--- config.mk ---
export PLATFORM = sky130hd
export DESIGN_NAME = fetch_unit
export DESIGN_NICKNAME = d
export VERILOG_FILES = /design/src/rtl/fetch_unit.sv
export SDC_FILE = /design/constraint.sdc
export NUM_CORES = 1
export LEC_CHECK = 0
export CAP_MARGIN = 20
export CORE_ASPECT_RATIO = 1.4
export CORE_MARGIN = 2
export CORE_UTILIZATION = 57
export CTS_BUF_LIST = sky130_fd_sc_hd__clkbuf_4 sky130_fd_sc_hd__clkbuf_8
export DETAILED_ROUTE_END_ITERATION = 7
export PLACE_DENSITY = 0.89
export SLEW_MARGIN = 20
export SYNTH_ARGS = -nofsm -noshare
export SYNTH_HDL_FRONTEND = slang
export SYNTH_SLANG_ARGS = --single-unit
--- constraint.sdc ---
create_clock -name clk -period 4 [get_ports clk]
set_input_delay 0.8 -clock clk [delete_from_list [all_inputs] [get_ports clk]]
set_output_delay 0.8 -clock clk [all_outputs]
set_load 0.01 [all_outputs]
--- src/rtl/fetch_unit.sv ---
// rtl/fetch_unit.sv - instruction fetch unit with a first-word-fall-through instruction buffer
//
// Issues sequential word fetches to a one-cycle-latency instruction memory and
// queues the returned words, tagged with their fetch PC, in a small buffer.
// Redirects flush the buffer and restart fetching at the (word-aligned) target.
//
// Ports:
//   clk, rst      clock, synchronous active-high reset
//   imem_req      memory read strobe
//   imem_addr     memory read address (the fetch PC)
//   imem_rdata    memory read data, valid the cycle after imem_req
//   redirect      taken branch/jump: flush and refetch from redirect_pc
//   redirect_pc   redirect target
//   instr_valid   buffer head holds an instruction
//   instr         head instruction
//   instr_pc      fetch address of the head instruction
//   instr_ready   decode accepts the head this cycle
//   fifo_count    buffer occupancy

module fetch_unit #(
    parameter int unsigned ADDRESS_WIDTH = 32,
    parameter int unsigned INSTR_WIDTH   = 32,
    parameter int unsigned FIFO_DEPTH    = 4,
    parameter logic [ADDRESS_WIDTH-1:0] RESET_PC = '0
) (
    input  logic                           clk,
    input  logic                           rst,
    output logic                           imem_req,
    output logic [ADDRESS_WIDTH-1:0]       imem_addr,
    input  logic [INSTR_WIDTH-1:0]         imem_rdata,
    input  logic                           redirect,
    input  logic [ADDRESS_WIDTH-1:0]       redirect_pc,
    output logic                           instr_valid,
    output logic [INSTR_WIDTH-1:0]         instr,
    output logic [ADDRESS_WIDTH-1:0]       instr_pc,
    input  logic                           instr_ready,
    output logic [$clog2(FIFO_DEPTH):0]    fifo_count
);

    localparam int unsigned PTR_W = $clog2(FIFO_DEPTH);
    localparam int unsigned CNT_W = PTR_W + 1;

    logic [ADDRESS_WIDTH-1:0] pc_q, pc_d;
    logic                     inflight_q, inflight_d;
    logic [ADDRESS_WIDTH-1:0] inflight_pc_q, inflight_pc_d;
    logic [PTR_W-1:0]         rd_ptr_q, rd_ptr_d;
    logic [PTR_W-1:0]         wr_ptr_q, wr_ptr_d;
    logic [CNT_W-1:0]         count_q, count_d;
    logic [INSTR_WIDTH-1:0]   instr_mem_q [FIFO_DEPTH];
    logic [INSTR_WIDTH-1:0]   instr_mem_d [FIFO_DEPTH];
    logic [ADDRESS_WIDTH-1:0] pc_mem_q [FIFO_DEPTH];
    logic [ADDRESS_WIDTH-1:0] pc_mem_d [FIFO_DEPTH];

    logic             pop;
    logic             push;
    logic             req;
    logic [CNT_W:0]   occupancy;

    always_comb begin
        pop = (count_q != '0) && instr_ready;

        // Entries already committed to the buffer once this cycle settles;
        // count_q >= pop whenever pop is set, so this never underflows.
        occupancy = (CNT_W+1)'(count_q) + (CNT_W+1)'(inflight_q) - (CNT_W+1)'(pop);
        req       = !rst && !redirect && (occupancy < (CNT_W+1)'(FIFO_DEPTH));

        // A response landing in a redirect/reset cycle belongs to the
        // abandoned stream and is never written.
        push = inflight_q && !rst && !redirect;

        pc_d          = pc_q;
        inflight_d    = req;
        inflight_pc_d = pc_q;
        rd_ptr_d      = rd_ptr_q;
        wr_ptr_d      = wr_ptr_q;
        count_d       = count_q + CNT_W'(push) - CNT_W'(pop);
        instr_mem_d   = instr_mem_q;
        pc_mem_d      = pc_mem_q;

        if (req) begin
            pc_d = pc_q + ADDRESS_WIDTH'(4);
        end

        if (push) begin
            instr_mem_d[wr_ptr_q] = imem_rdata;
            pc_mem_d[wr_ptr_q]    = inflight_pc_q;
            wr_ptr_d              = wr_ptr_q + PTR_W'(1);
        end

        if (pop) begin
            rd_ptr_d = rd_ptr_q + PTR_W'(1);
        end

        if (redirect) begin
            pc_d     = redirect_pc & ~ADDRESS_WIDTH'(3);
            rd_ptr_d = '0;
            wr_ptr_d = '0;
            count_d  = '0;
        end
    end

    always_ff @(posedge clk) begin
        if (rst) begin
            pc_q          <= RESET_PC;
            inflight_q    <= 1'b0;
            inflight_pc_q <= '0;
            rd_ptr_q      <= '0;
            wr_ptr_q      <= '0;
            count_q       <= '0;
            // Cleared so the head outputs read zero until the first push.
            for (int i = 0; i < int'(FIFO_DEPTH); i++) begin
                instr_mem_q[i] <= '0;
                pc_mem_q[i]    <= '0;
            end
        end else begin
            pc_q          <= pc_d;
            inflight_q    <= inflight_d;
            inflight_pc_q <= inflight_pc_d;
            rd_ptr_q      <= rd_ptr_d;
            wr_ptr_q      <= wr_ptr_d;
            count_q       <= count_d;
            instr_mem_q   <= instr_mem_d;
            pc_mem_q      <= pc_mem_d;
        end
    end

    assign imem_req    = req;
    assign imem_addr   = pc_q;
    assign instr_valid = (count_q != '0);
    assign instr       = instr_mem_q[rd_ptr_q];
    assign instr_pc    = pc_mem_q[rd_ptr_q];
    assign fifo_count  = count_q;

endmodule

* After elaboration in Yosys (flattened, before gate mapping)
Cells that the tools add are included.
** Word-level totals
- Bits of input ports :: 68
- Logic and storage cells :: 51
- Register bits :: 328
- Output and inout bits :: 101
** Cells by class
- Muxes and demuxes :: 12
- Bitwise logic cells :: 2
- Order comparisons :: 4
- $add $sub $neg :: 7
- Reduce and logical (&&, ||, !) cells :: 11
** Operators with widths (count)
- 128-bit bitwise mux :: 2
- 32-bit 2-to-1 mux :: 7
- 32-bit binary-select mux with 2-bit select :: 2
- 32-bit demux with 2-bit select :: 1
- 32-bit by 3-bit adder with 32-bit output, second input constant :: 1
- 3-bit >= comparator, second input constant :: 2
- 1-bit logical AND :: 6
- 2-bit inverter with 3-bit output :: 2
- 2-bit by 1-bit adder with 2-bit output, second input constant :: 2
- 3-bit by 1-bit adder with 4-bit output :: 1
- 4-bit by 3-bit < comparator with 1-bit output, second input constant :: 1
- 4-bit by 1-bit subtractor with 4-bit output :: 1
- 3-bit by 1-bit adder with 3-bit output :: 1
- 3-bit by 1-bit < comparator with 1-bit output, second input constant :: 1
- 3-bit nonzero test :: 1
- 3-bit by 1-bit subtractor with 3-bit output :: 1
- 1-bit zero test :: 2
- 2-bit nonzero test :: 1
- 2-bit OR reduction :: 1

* Logic depth before layout (Yosys ltp)
Gate-level depths: netlist of the first run.
- Depth in word-level cells :: 7
- Mapped depth :: 11
- Gate-level depth less buffers :: 10

* Worst setup path before layout of the first run
OpenSTA, ideal clock, no wires.
- Path kind :: register to output
- Start point :: register count_q[1] (netlist: fifo_count[1])
- End point :: output imem_req
- Data required time :: 3.200 ns
- Path buffers :: 0
- Setup slack :: 0.740 ns
- Arrival :: 2.460 ns
- Stages on the path, launching flop included :: 10
- Cells stage by stage :: dfxtp_1 > or3_1 > and2_1 > ha_1 > inv_1 > ha_1 > and3b_1 > or4_4 > and2_1 > nor2_1
** On the way
- Word-level cells in the longest chain between the ends :: 5
- Elaborated cells between the ends (all ways) :: 6
- Classes of those cells :: add/sub: 2; order compare: 1; reduce/logical: 3
** RTL lines
- from (decl) :: line 48 : logic [CNT_W-1:0] count_q, count_d;
- from (signal assigned) :: line 121 : count_q <= count_d;
- 3-bit nonzero test
- via instr_valid :: line 33 : output logic instr_valid,
- 1-bit logical AND :: line 60 : pop = (count_q != '0) && instr_ready;
- via pop :: line 54 : logic pop;
- 4-bit by 1-bit subtractor with 4-bit output :: line 64 : occupancy = (CNT_W+1)'(count_q) + (CNT_W+1)'(inflight_q) - (CNT_W+1)'(pop);
- 4-bit by 3-bit < comparator with 1-bit output :: line 65 : req = !rst && !redirect && (occupancy < (CNT_W+1)'(FIFO_DEPTH));
- 1-bit logical AND :: line 65
- to (decl) :: line 28 : output logic imem_req,
The timed path passes the listed nets, and every way through them passes these cells.

* Final worst setup path of the first run
- Start point :: register count_q[1] (netlist: fifo_count[1])
- End point :: output imem_req
** On the way
- Word-level cells in the longest chain between the ends :: 5
- Elaborated cells between the ends (all ways) :: 6
- Classes of those cells :: add/sub: 2; order compare: 1; reduce/logical: 3
** RTL lines (line)
- 3-bit nonzero test :: 60
- 1-bit logical AND :: 60
- via pop :: 54
- 4-bit by 1-bit subtractor with 4-bit output :: 64
- 4-bit by 3-bit < comparator with 1-bit output :: 65
- 1-bit logical AND :: 65
The timed path passes the listed nets, and every way through them passes these cells.

==> flow_summary_export.csv, run 1 <==
group,metric,value,unit
run_status,status,"complete, no violations",
power_and_ir_drop,p_seq_frac,0.500,
synth,synth_seq_cells,316,
route,drtPass1Iterations,5,
finish,final_core_util,0.702,
die,die_h,182,microns
synth,synthAdderAreaFrac,0.0113,
setup_path,cp_data_arrival_time,2.97,ns
global_routing,grt_use_met3,0.0710,
die,dieArea,23800,sq um
route,num_vias,11300,
power_and_ir_drop,p_comb_frac,0.059,
timing,post-route-min-period,3.77,ns
finish,fin_nets,1677,
finish,fill_cells,1633,
timing,finClkSkew,0.0275,ns
power_and_ir_drop,swShare,0.230,
route,routed_wirelength,35200,microns
global_routing,grt-ovfl-total,0,
power_and_ir_drop,power,0.00654,W
synth,synthArstFlopShare,0,
synth,synth.top_cell.area_share,0.491,
die,die_w,131,microns
finish,layout_commonest_cell,"nand2_1",
route,wl_per_cell,18.2,microns
setup_path,r2r_slack,0.51,ns
finish,syn2layout_area_growth,22.0,%
setup_path,end_kind,"primary output",
timing,clock.fmax,265,MHz
clock_network,insertion_delay,0.57,ns
clock_network,cts-root-buf,"clkbuf_8",
global_routing,top_usage_layer,"met2",
route,ant_nets,0,
power_and_ir_drop,peakVddDrop,0.297,mV
die,core-area,22400,sq um
timing,finalMaxSlewViolations,0,
synth,yosysWarnings,0,
global_routing,gr-usage-met1,0.340,
power_and_ir_drop,p_per_area,416,nW/um^2
die,io_pins,169,
clock_network,cts_made_buffers,45,
synth,synth.cell_area,12900,sq um
setup_path,critical_path_class,"register to primary output",
power_and_ir_drop,p_leak,5.12,nW
setup_path,cp.required,3.20,ns
setup_path,crit_path_max_fanout,4,
synth,yosysUniqueCellTypes,40,
global_routing,grt_pass1_vias,11400,
clock_network,postCtsSetupBuffers,0,
synth,synth_compound_area_frac,0.135,
synth,avgSynthCellArea,8.66,sq um
power_and_ir_drop,clkPwrFrac,0.441,
synth,synth-simple-area-share,0.194,
global_routing,grt_usage,0.296,
synth,synthMuxAreaShare,0.111,
clock_network,cts_tree,"built",
place,dp_hpwl,20700,microns
global_routing,antenna_found_initial,0,
synth,synth_top_family_by_area,"simple AND/OR/NAND/NOR gates",
timing,rsz0062_at_grt,"false",
synth,synth_xor_area_frac,0.0170,
clock_network,clk_path_buf_depth,3,
place,place.gp.congestion,0.812,
global_routing,grt_max_degree,114,
finish,final_cell_mix,"nand2_1 (511), dfxtp_1 (314), a21oi_1 (260)",
global_routing,grt_pass1_wl,55900,microns
clock_network,cts.sinks,316,
clock_network,cts.clk_slew.worst_paths,0.06,ns
route,vias_per_cell,5.83,
die,start_util,0.576,
synth,synth_edf_count,0,
timing,min_period_over_period,0.943,
synth,synth_area_leaders,"dfxtp_1 (49%), nand2_1 (15%), mux4_2 (11%)",
timing,worst_pin_slew,1.08,ns
route,remaining_drc_errors,0,
timing,slew_headroom,0.277,
place,io_buffers,162,
timing,hold_viol_final,0,
finish,diodes,0,
timing,finalSetupViolations,0,
flow_run,cap_violations,0,
hold_path,hold_class,"register to register",
die,core.rowCount,65,
synth,ys_seq_area_frac,0.491,
power_and_ir_drop,p_sw,0.00150,W
synth,synth_flop_cell,"dfxtp_1",
synth,syn_inst,1486,
setup_path,startpoint_type,"register",
route,drt_iter0_markers,1029,
global_routing,grtUsageMet2,0.507,
synth,synth_area_leader_cell,"dfxtp_1",
clock_network,htreeDepth,2,
finish,drive_gt1_frac,0.109,
power_and_ir_drop,p_int,0.00504,W
[final timing paths]
check / startpoint / to / cells after the start
max: fifo_count[1]$_SDFF_PN0_ / imem_req / 10
min: pc_mem_q[104]$_SDFFE_PP0P_ / pc_mem_q[104]$_SDFFE_PP0P_ / 2
max reg2reg: fifo_count[1]$_SDFF_PN0_ / imem_addr[27]$_SDFFE_PP0P_ / 11
min reg2reg: pc_mem_q[104]$_SDFFE_PP0P_ / pc_mem_q[104]$_SDFFE_PP0P_ / 2
[synth_stat cells (all sizes together) (3+ instances only)]
| master | n |
|---|---|
| inv | 17 |
| a21oi | 260 |
| nand2 | 515 |
| or3 | 6 |
| a2111oi | 10 |
| clkbuf | 104 |
| nor2b | 26 |
| ha | 10 |
| mux4 | 62 |
| mux2i | 3 |
| nand3 | 11 |
| buf | 13 |
| nor2 | 31 |
| o21ai | 11 |
| a211oi | 17 |
| dfxtp | 316 |
| and3 | 5 |
| xnor2 | 24 |
| and2 | 4 |
| a311oi | 3 |
| o21bai | 9 |
| a31oi | 4 |
| nand4 | 6 |
| and4 | 5 |
[stage by stage]
stage          setup slack [ns]  cells  instance area [sq um]  TNS (ns)  hold WS (ns)
2_1_floorplan             0.740   1489                  12900         0         0.433
3_3_place_gp             -0.169   1852                  14600    -0.169         0.438
3_5_place_dp             -0.146   1852                  14600    -0.146         0.444
4_1_cts                  0.0489   1936                  15700         0         0.454
5_1_grt                  0.0677   1936                  15700         0         0.472
6_report                  0.227   1936                  15700         0         0.452
[per-layer routing]
layer  up-vias  share of wire
met5         -              0
met4         0          0.038
met3       112          0.088
met2       564           0.51
met1      5379           0.36
li1       5238              -
[flip-flops by register name, indices dropped and copies added (netlist names)]
register and flops:
instr_mem_q 128, pc_mem_q 120, inflight_pc_q 30, wr_ptr_q 2, imem_addr 30, fifo_count 3
rd_ptr_q 2, inflight_q 1
[cell families (layout without fill, tap and decap cells)]
group	Yosys count	after routing
and+or+nand+nor	615	615
adders and majority gates	11	11
muxes	65	65
DFF	316	316
other	1	4
buffers and inverters	134	280
xor gates and xnor gates	25	25
AOI/OAI and AO/OA	319	319
[layout make-up]
type	instances	area [sq um]	share of cell area
flip-flops and latches	316	6330	0.403
multi-input cells	1039	6050	0.385
clock buffers	73	955	0.0608
repair buffers	179	1810	0.115
clock inverters	11	115	0.00733
well taps	301	377	0.0240
inverters	17	63.8	0.00406
[critical path, cell delays in order (launching register included)]
cell and delay, ns:
dfxtp_1 0.33, or3_1 0.38, and2_1 0.18, ha_1 0.17, inv_1 0.05, ha_1 0.21
and3b_1 0.17, or4_4 0.48, and2_1 0.20, nor2_1 0.08, clkbuf_2 0.16
[power by group through the flow]
stage | clock network [W] | logic [W] | registers, W
floorplan | 0 | 0.000178 | 0.00332
global placement | 0 | 0.000373 | 0.00333
detailed placement | 0 | 0.000378 | 0.00333
CTS | 0.00292 | 0.000382 | 0.00326
global route | 0.00306 | 0.000412 | 0.00327
finish | 0.00288 | 0.000385 | 0.00327
[repair_timing]
action | in CTS | in global routing
setup endpoints to repair | 1 | 1
hold endpoints to repair | 0 | 0
gates resized for setup | 1 | 2
hold buffers | 0 | 0
No activity file was read; power rests on OpenSTA's default activity.
==> run 2: changes to the inputs <==
--- a/config.mk
+++ b/config.mk
@@ -8,5 +8,4 @@
 export CAP_MARGIN = 20
 export CORE_ASPECT_RATIO = 1.4
-export CORE_MARGIN = 2
 export CORE_UTILIZATION = 57
 export CTS_BUF_LIST = sky130_fd_sc_hd__clkbuf_4 sky130_fd_sc_hd__clkbuf_8
==> constraint.sdc (replaced) <==
create_clock -name clk -period 4 [get_ports clk]
set_input_delay 0.4 -clock clk [delete_from_list [all_inputs] [get_ports clk]]
set_output_delay 0.4 -clock clk [all_outputs]
set_load 0.01 [all_outputs]
==> run 2 against run 1 <==
Net effect: critical path depth unchanged; clock skew grew 0.0029 ns; final area fell by 0.31%; routed wire length shrank 0.72%; fmax grew 3.9%; cell count shrank 0.21%; clock power fell by 7.3%; largest power group unchanged; highest routed layer unchanged.
==> flow_summary_export.csv, run 2 (synthesis gave the netlist of run 1 again) <==
group,metric,value,unit
route,drt_iter0_markers,1075,
finish,layout_commonest_cell,"nand2_1",
setup_path,reg2reg_to,"imem_addr[27]$_SDFFE_PP0P_",
power_and_ir_drop,p_sw,0.00146,W
clock_network,htreeDepth,2,
setup_path,cp.required,3.60,ns
timing,finClkSkew,0.0304,ns
setup_path,crit_path_max_fanout,5,
global_routing,grt_usage,0.303,
hold_path,hold_class,"primary input to register",
timing,tns,0,ns
place,dp_hpwl,21500,microns
setup_path,ff2ff_path_depth,11,
timing,rsz0062_at_grt,"false",
setup_path,cpMaxStageDelayCell,"or4_4",
power_and_ir_drop,p_comb_frac,0.061,
route,num_vias,11300,
clock_network,clk_path_buf_depth,3,
die,die_w,129,microns
finish,final_cell_mix,"nand2_1 (511), dfxtp_1 (314), a21oi_1 (260)",
power_and_ir_drop,swShare,0.231,
setup_path,startpoint_type,"register",
die,start_util,0.585,
setup_path,cp_data_arrival_time,3.23,ns
setup_path,r2r_slack,0.38,ns
clock_network,insertion_delay,0.57,ns
finish,fill_cells,1540,
run_status,status,"complete, no violations",
power_and_ir_drop,peakVddDrop,0.302,mV
setup_path,crit_path_max_incr_delay,0.56,ns
timing,post-route-min-period,3.63,ns
power_and_ir_drop,p_int,0.00487,W
setup_path,end_kind,"primary output",
global_routing,grt_pass1_vias,11300,
die,io_pins,169,
clock_network,cts_made_buffers,45,
global_routing,grt-ovfl-total,0,
setup_path,timing.rr.start,"fifo_count[1]$_SDFF_PN0_",
route,remaining_drc_errors,0,
finish,top_register,"instr_mem_q",
die,die_h,180,microns
place,io_buffers,162,
finish,syn2layout_area_growth,21.6,%
route,wl_per_cell,18.1,microns
finish,largest_register_ffs,128,
timing,clock.fmax,275,MHz
global_routing,grt_pass1_wl,55800,microns
clock_network,cts_tree,"built",
power_and_ir_drop,clkPwrFrac,0.422,
setup_path,cp_top_family,"simple AND/OR/NAND/NOR gates",
hold_path,hp-start,"rst",
setup_path,crit_chain,"or3_1 > and2_1 > ha_1 > inv_1 > ha_1 > and3b_1 > or4_4 > and2_1 > nor2_1 > dlymetal6s2s_1",
global_routing,antenna_found_initial,0,
route,drtPass1Iterations,6,
place,place.gp.congestion,0.826,
route,ant_nets,0,
power_and_ir_drop,p_seq_frac,0.516,
place,pre_cts_slack,0.368,ns
timing,finalWorstSetupSlack,0.367,ns
finish,drive_gt1_frac,0.108,
timing,finalSetupViolations,0,
setup_path,cp_num_buf_inv,2,
timing,finalMaxSlewViolations,0,
timing,worst_pin_slew,1.10,ns
timing,hold_viol_final,0,
hold_path,holdPathStages,2,
hold_path,hold-path-endpoint,"imem_addr[20]$_SDFFE_PP0P_",
die,core.rowCount,64,
die,dieArea,23200,sq um
timing,slew_headroom,0.268,
die,core-area,22000,sq um
route,routed_wirelength,34900,microns
finish,fin_nets,1682,
setup_path,critical_path_class,"register to primary output",
finish,diodes,0,
timing,min_period_over_period,0.908,
power_and_ir_drop,p_per_area,404,nW/um^2
clock_network,cts.sinks,316,
route,vias_per_cell,5.86,
clock_network,cts-root-buf,"clkbuf_8",
flow_run,cap_violations,0,
power_and_ir_drop,p_leak,5.12,nW
clock_network,postCtsHoldBufs,0,
finish,largest_registers,"instr_mem_q: 128 flops, pc_mem_q: 120 flops",
clock_network,cts.clk_slew.worst_paths,0.06,ns
global_routing,grt_max_degree,120,
-- run 2: worst max path at each step --
stage	from	cells past startpoint	slack, ns	to
6_report	fifo_count[1]$_SDFF_PN0_	10	0.37	imem_req
5_1_grt	fifo_count[1]$_SDFF_PN0_	11	0.23	imem_addr[23]$_SDFFE_PP0P_
4_1_cts	fifo_count[1]$_SDFF_PN0_	10	0.02	imem_req
3_5_place_dp	instr_ready	10	0.37	imem_req
3_3_place_gp	instr_ready	10	0.37	imem_req
2_1_floorplan	fifo_count[1]$_SDFF_PN0_	10	0.75	imem_addr[23]$_SDFFE_PP0P_
-- run 2: through the flow --
step                std cells  hold WS [ns]  utilization  power (W)  instance area [sq um]
finish                   1932        0.0820        0.711    0.00633                  15700
global route             1932        0.0689        0.711    0.00651                  15700
CTS                      1932        0.0489        0.711    0.00635                  15600
detailed placement       1852         0.443        0.667    0.00371                  14700
global placement         1852         0.438        0.667    0.00371                  14700
floorplan                1489         0.433            -    0.00350                  12900
-- run 2: power by group through the flow --
stage                     Sequential (W)  Combinational, W  Clock, W
after floorplan                  0.00332          0.000178         0
after global placement           0.00333          0.000374         0
after detailed placement         0.00333          0.000379         0
after CTS                        0.00327          0.000382   0.00270
after global routing             0.00327          0.000411   0.00283
final                            0.00327          0.000387   0.00267
-- run 2: cell type report --
class	instances	area, sq um	area share
Inverter	17	63.8	0.00408
Tap cell	297	372	0.0237
Clock inverter	4	55.1	0.00352
Multi-Input combinational cell	1039	6050	0.386
Clock buffer	75	901	0.0575
Sequential cell	316	6330	0.405
Timing Repair Buffer	184	1880	0.120
-- run 2: timing repair --
item	4_1_cts	5_1_grt
resized for setup	0	1
pin swaps	1	0
setup buffers	1	0
endpoints found under the setup margin	1	1
-- run 2: routing by layer --
layer | vias to the layer above | GRT usage | part of all wire
met4 | 0 | 0.170 | 0.045
li1 | 5251 | - | -
met3 | 117 | 0.0595 | 0.090
met5 | - | 0 | 0
met2 | 587 | 0.522 | 0.51
met1 | 5362 | 0.348 | 0.36
==> run 3: changes to the inputs <==
- PLACE_DENSITY: 0.89 -> 0.87
==> run 3 against run 2 <==
Net effect: routed wire length decreased by 0.52%; die area unchanged; global-route usage about the same; worst hold slack gained 0.31 ns; first-iteration DRC count is 4.6% lower; register-to-register slack better by 0.20 ns; non-clock buffer count fell by 8; critical path depth unchanged; total power is 1.3% lower; via count is 1.6% lower; critical path type unchanged; largest power group unchanged.
==> flow_summary_export.csv, run 3 (synthesis gave the netlist of run 1 again) <==
group,metric,value,unit
die,core-area,22000,sq um
timing,rsz0062_at_grt,"false",
die,core.rowCount,64,
timing,min_period_over_period,0.935,
place,pre_cts_slack,0.414,ns
clock_network,cts.clk_slew.worst_paths,0.06,ns
global_routing,antenna_found_initial,0,
setup_path,reg2reg_to,"imem_addr[27]$_SDFFE_PP0P_",
finish,layout_commonest_cell,"nand2_1",
timing,whs,0.396,ns
place,place.gp.congestion,0.799,
timing,slew_headroom,0.317,
power_and_ir_drop,p_int,0.00479,W
timing,worst_pin_slew,1.02,ns
route,routed_wirelength,34800,microns
place,io_buffers,162,
power_and_ir_drop,p_per_area,403,nW/um^2
route,wl_per_cell,18.1,microns
finish,drive_gt1_frac,0.102,
clock_network,clk_path_buf_depth,3,
global_routing,top_usage_layer,"met2",
setup_path,crit_chain,"or3_1 > and2_1 > ha_1 > inv_1 > ha_1 > and3b_1 > or4_4 > and2_1 > nor2_1 > dlygate4sd2_1",
clock_network,cts.sinks,316,
hold_path,hold_class,"primary input to register",
setup_path,startpoint_type,"register",
clock_network,postCtsHoldBufs,0,
timing,clock.fmax,267,MHz
route,drtPass1Iterations,5,
setup_path,crit_path_max_fanout,10,
global_routing,grt-ovfl-total,0,
timing,finClkSkew,0.0264,ns
place,dp_hpwl,19900,microns
die,start_util,0.585,
timing,tns,0,ns
die,die_h,180,microns
finish,syn2layout_area_growth,20.5,%
power_and_ir_drop,p_sw,0.00146,W
setup_path,cp.required,3.60,ns
setup_path,critical_path_class,"register to primary output",
global_routing,grt_max_degree,116,
flow_run,cap_violations,0,
clock_network,cts_made_buffers,44,
route,drt_iter0_markers,1026,
power_and_ir_drop,swShare,0.233,
place,postPlaceCellArea,14600,sq um
power_and_ir_drop,clkPwrFrac,0.415,
setup_path,ff2ff_path_depth,10,
setup_path,r2r_slack,0.58,ns
setup_path,timing.rr.start,"fifo_count[1]$_SDFF_PN0_",
clock_network,cts_tree,"built",
setup_path,startpoint,"fifo_count[1]$_SDFF_PN0_",
timing,finalMaxSlewViolations,0,
timing,post-route-min-period,3.74,ns
clock_network,postCtsSetupBuffers,0,
global_routing,grt_pass1_vias,11200,
setup_path,cp_data_arrival_time,3.34,ns
global_routing,grt_use_met3,0.0744,
die,dieArea,23200,sq um
power_and_ir_drop,peakVddDrop,0.385,mV
clock_network,cts-root-buf,"clkbuf_8",
die,io_pins,169,
finish,diodes,0,
global_routing,grt_usage,0.303,
finish,fin_nets,1673,
power_and_ir_drop,p_leak,5.02,nW
power_and_ir_drop,p_comb_frac,0.062,
route,ant_nets,0,
finish,top_register,"instr_mem_q",
die,die_w,129,microns
timing,finalSetupViolations,0,
global_routing,grt_pass1_wl,55300,microns
setup_path,crit_path_max_incr_delay,0.57,ns
route,remaining_drc_errors,0,
finish,final_area,15500,sq um
run_status,status,"complete, no violations",
power_and_ir_drop,p_seq_frac,0.523,
setup_path,cpMaxStageDelayCell,"or4_4",
global_routing,grtUsageMet2,0.527,
clock_network,insertion_delay,0.57,ns
global_routing,gr-usage-met1,0.340,
setup_path,end_kind,"primary output",
finish,largest_registers,"instr_mem_q: 128 flops, pc_mem_q: 120 flops",
clock_network,htreeDepth,2,
finish,largest_register_ffs,128,
finish,final_cell_mix,"nand2_1 (511), dfxtp_1 (314), a21oi_1 (260)",
route,num_vias,11100,
setup_path,setup.worst_path.end,"imem_req",
route,vias_per_cell,5.80,
timing,finalWorstSetupSlack,0.259,ns
timing,hold_viol_final,0,
[run 3: worst min-delay path by stage]
stage / from / end / slack, ns / cells past startpoint
after floorplan: instr_mem_q[32]$_SDFFE_PP0P_ / instr_mem_q[32]$_SDFFE_PP0P_ / 0.43 / 2
after global placement: instr_mem_q[109]$_SDFFE_PP0P_ / instr_mem_q[109]$_SDFFE_PP0P_ / 0.44 / 2
after detailed placement: pc_mem_q[3]$_SDFFE_PP0P_ / pc_mem_q[3]$_SDFFE_PP0P_ / 0.44 / 2
after CTS: rst / inflight_pc_q[10]$_SDFF_PP0_ / 0.36 / 2
after global routing: rst / inflight_pc_q[2]$_SDFF_PP0_ / 0.43 / 2
final: rst / inflight_pc_q[4]$_SDFF_PP0_ / 0.40 / 2
[run 3: final cells by class]
cell class                      count  area [sq um]
Fill cell                        1613          6510
Inverter                           17          63.8
Clock buffer                       69           887
Timing Repair Buffer              176          1760
Clock inverter                      7          41.3
Multi-Input combinational cell   1039          6060
Tap cell                          297           372
Sequential cell                   316          6330
[run 3: worst max-delay path, delay by kind of cell (launching register included)]
family / cells / cell delay, ns
adders and majority gates: 2 / 0.41
DFF: 1 / 0.33
and+or+nand+nor: 6 / 1.71
buffers and inverters: 2 / 0.35
[run 3: power groups by stage]
stage | combinational, W | sequential [W] | clock, W
5_1_grt | 0.000412 | 0.00327 | 0.00275
6_report | 0.000385 | 0.00327 | 0.00259
3_3_place_gp | 0.000372 | 0.00333 | 0
3_5_place_dp | 0.000377 | 0.00333 | 0
4_1_cts | 0.000381 | 0.00326 | 0.00262
2_1_floorplan | 0.000178 | 0.00332 | 0
[run 3: per-layer routing]
metal | share of wire | routed length, microns
met5 | 0 | 0
met4 | 0.041 | 1440
met3 | 0.086 | 3000
met2 | 0.50 | 17500
met1 | 0.37 | 12800
[run 3: repair_timing]
action | 4_1_cts | 5_1_grt
endpoints found under the hold margin | 0 | 0
resized for setup | 1 | 0
setup endpoints to repair | 1 | 0
[run 3: stage by stage]
stage	instances	power, W	util
after detailed placement	1845	0.00371	0.662
after floorplan	1489	0.00350	-
final	1921	0.00625	0.704
after CTS	1921	0.00626	0.704
after global placement	1845	0.00370	0.662
after global routing	1921	0.00644	0.704
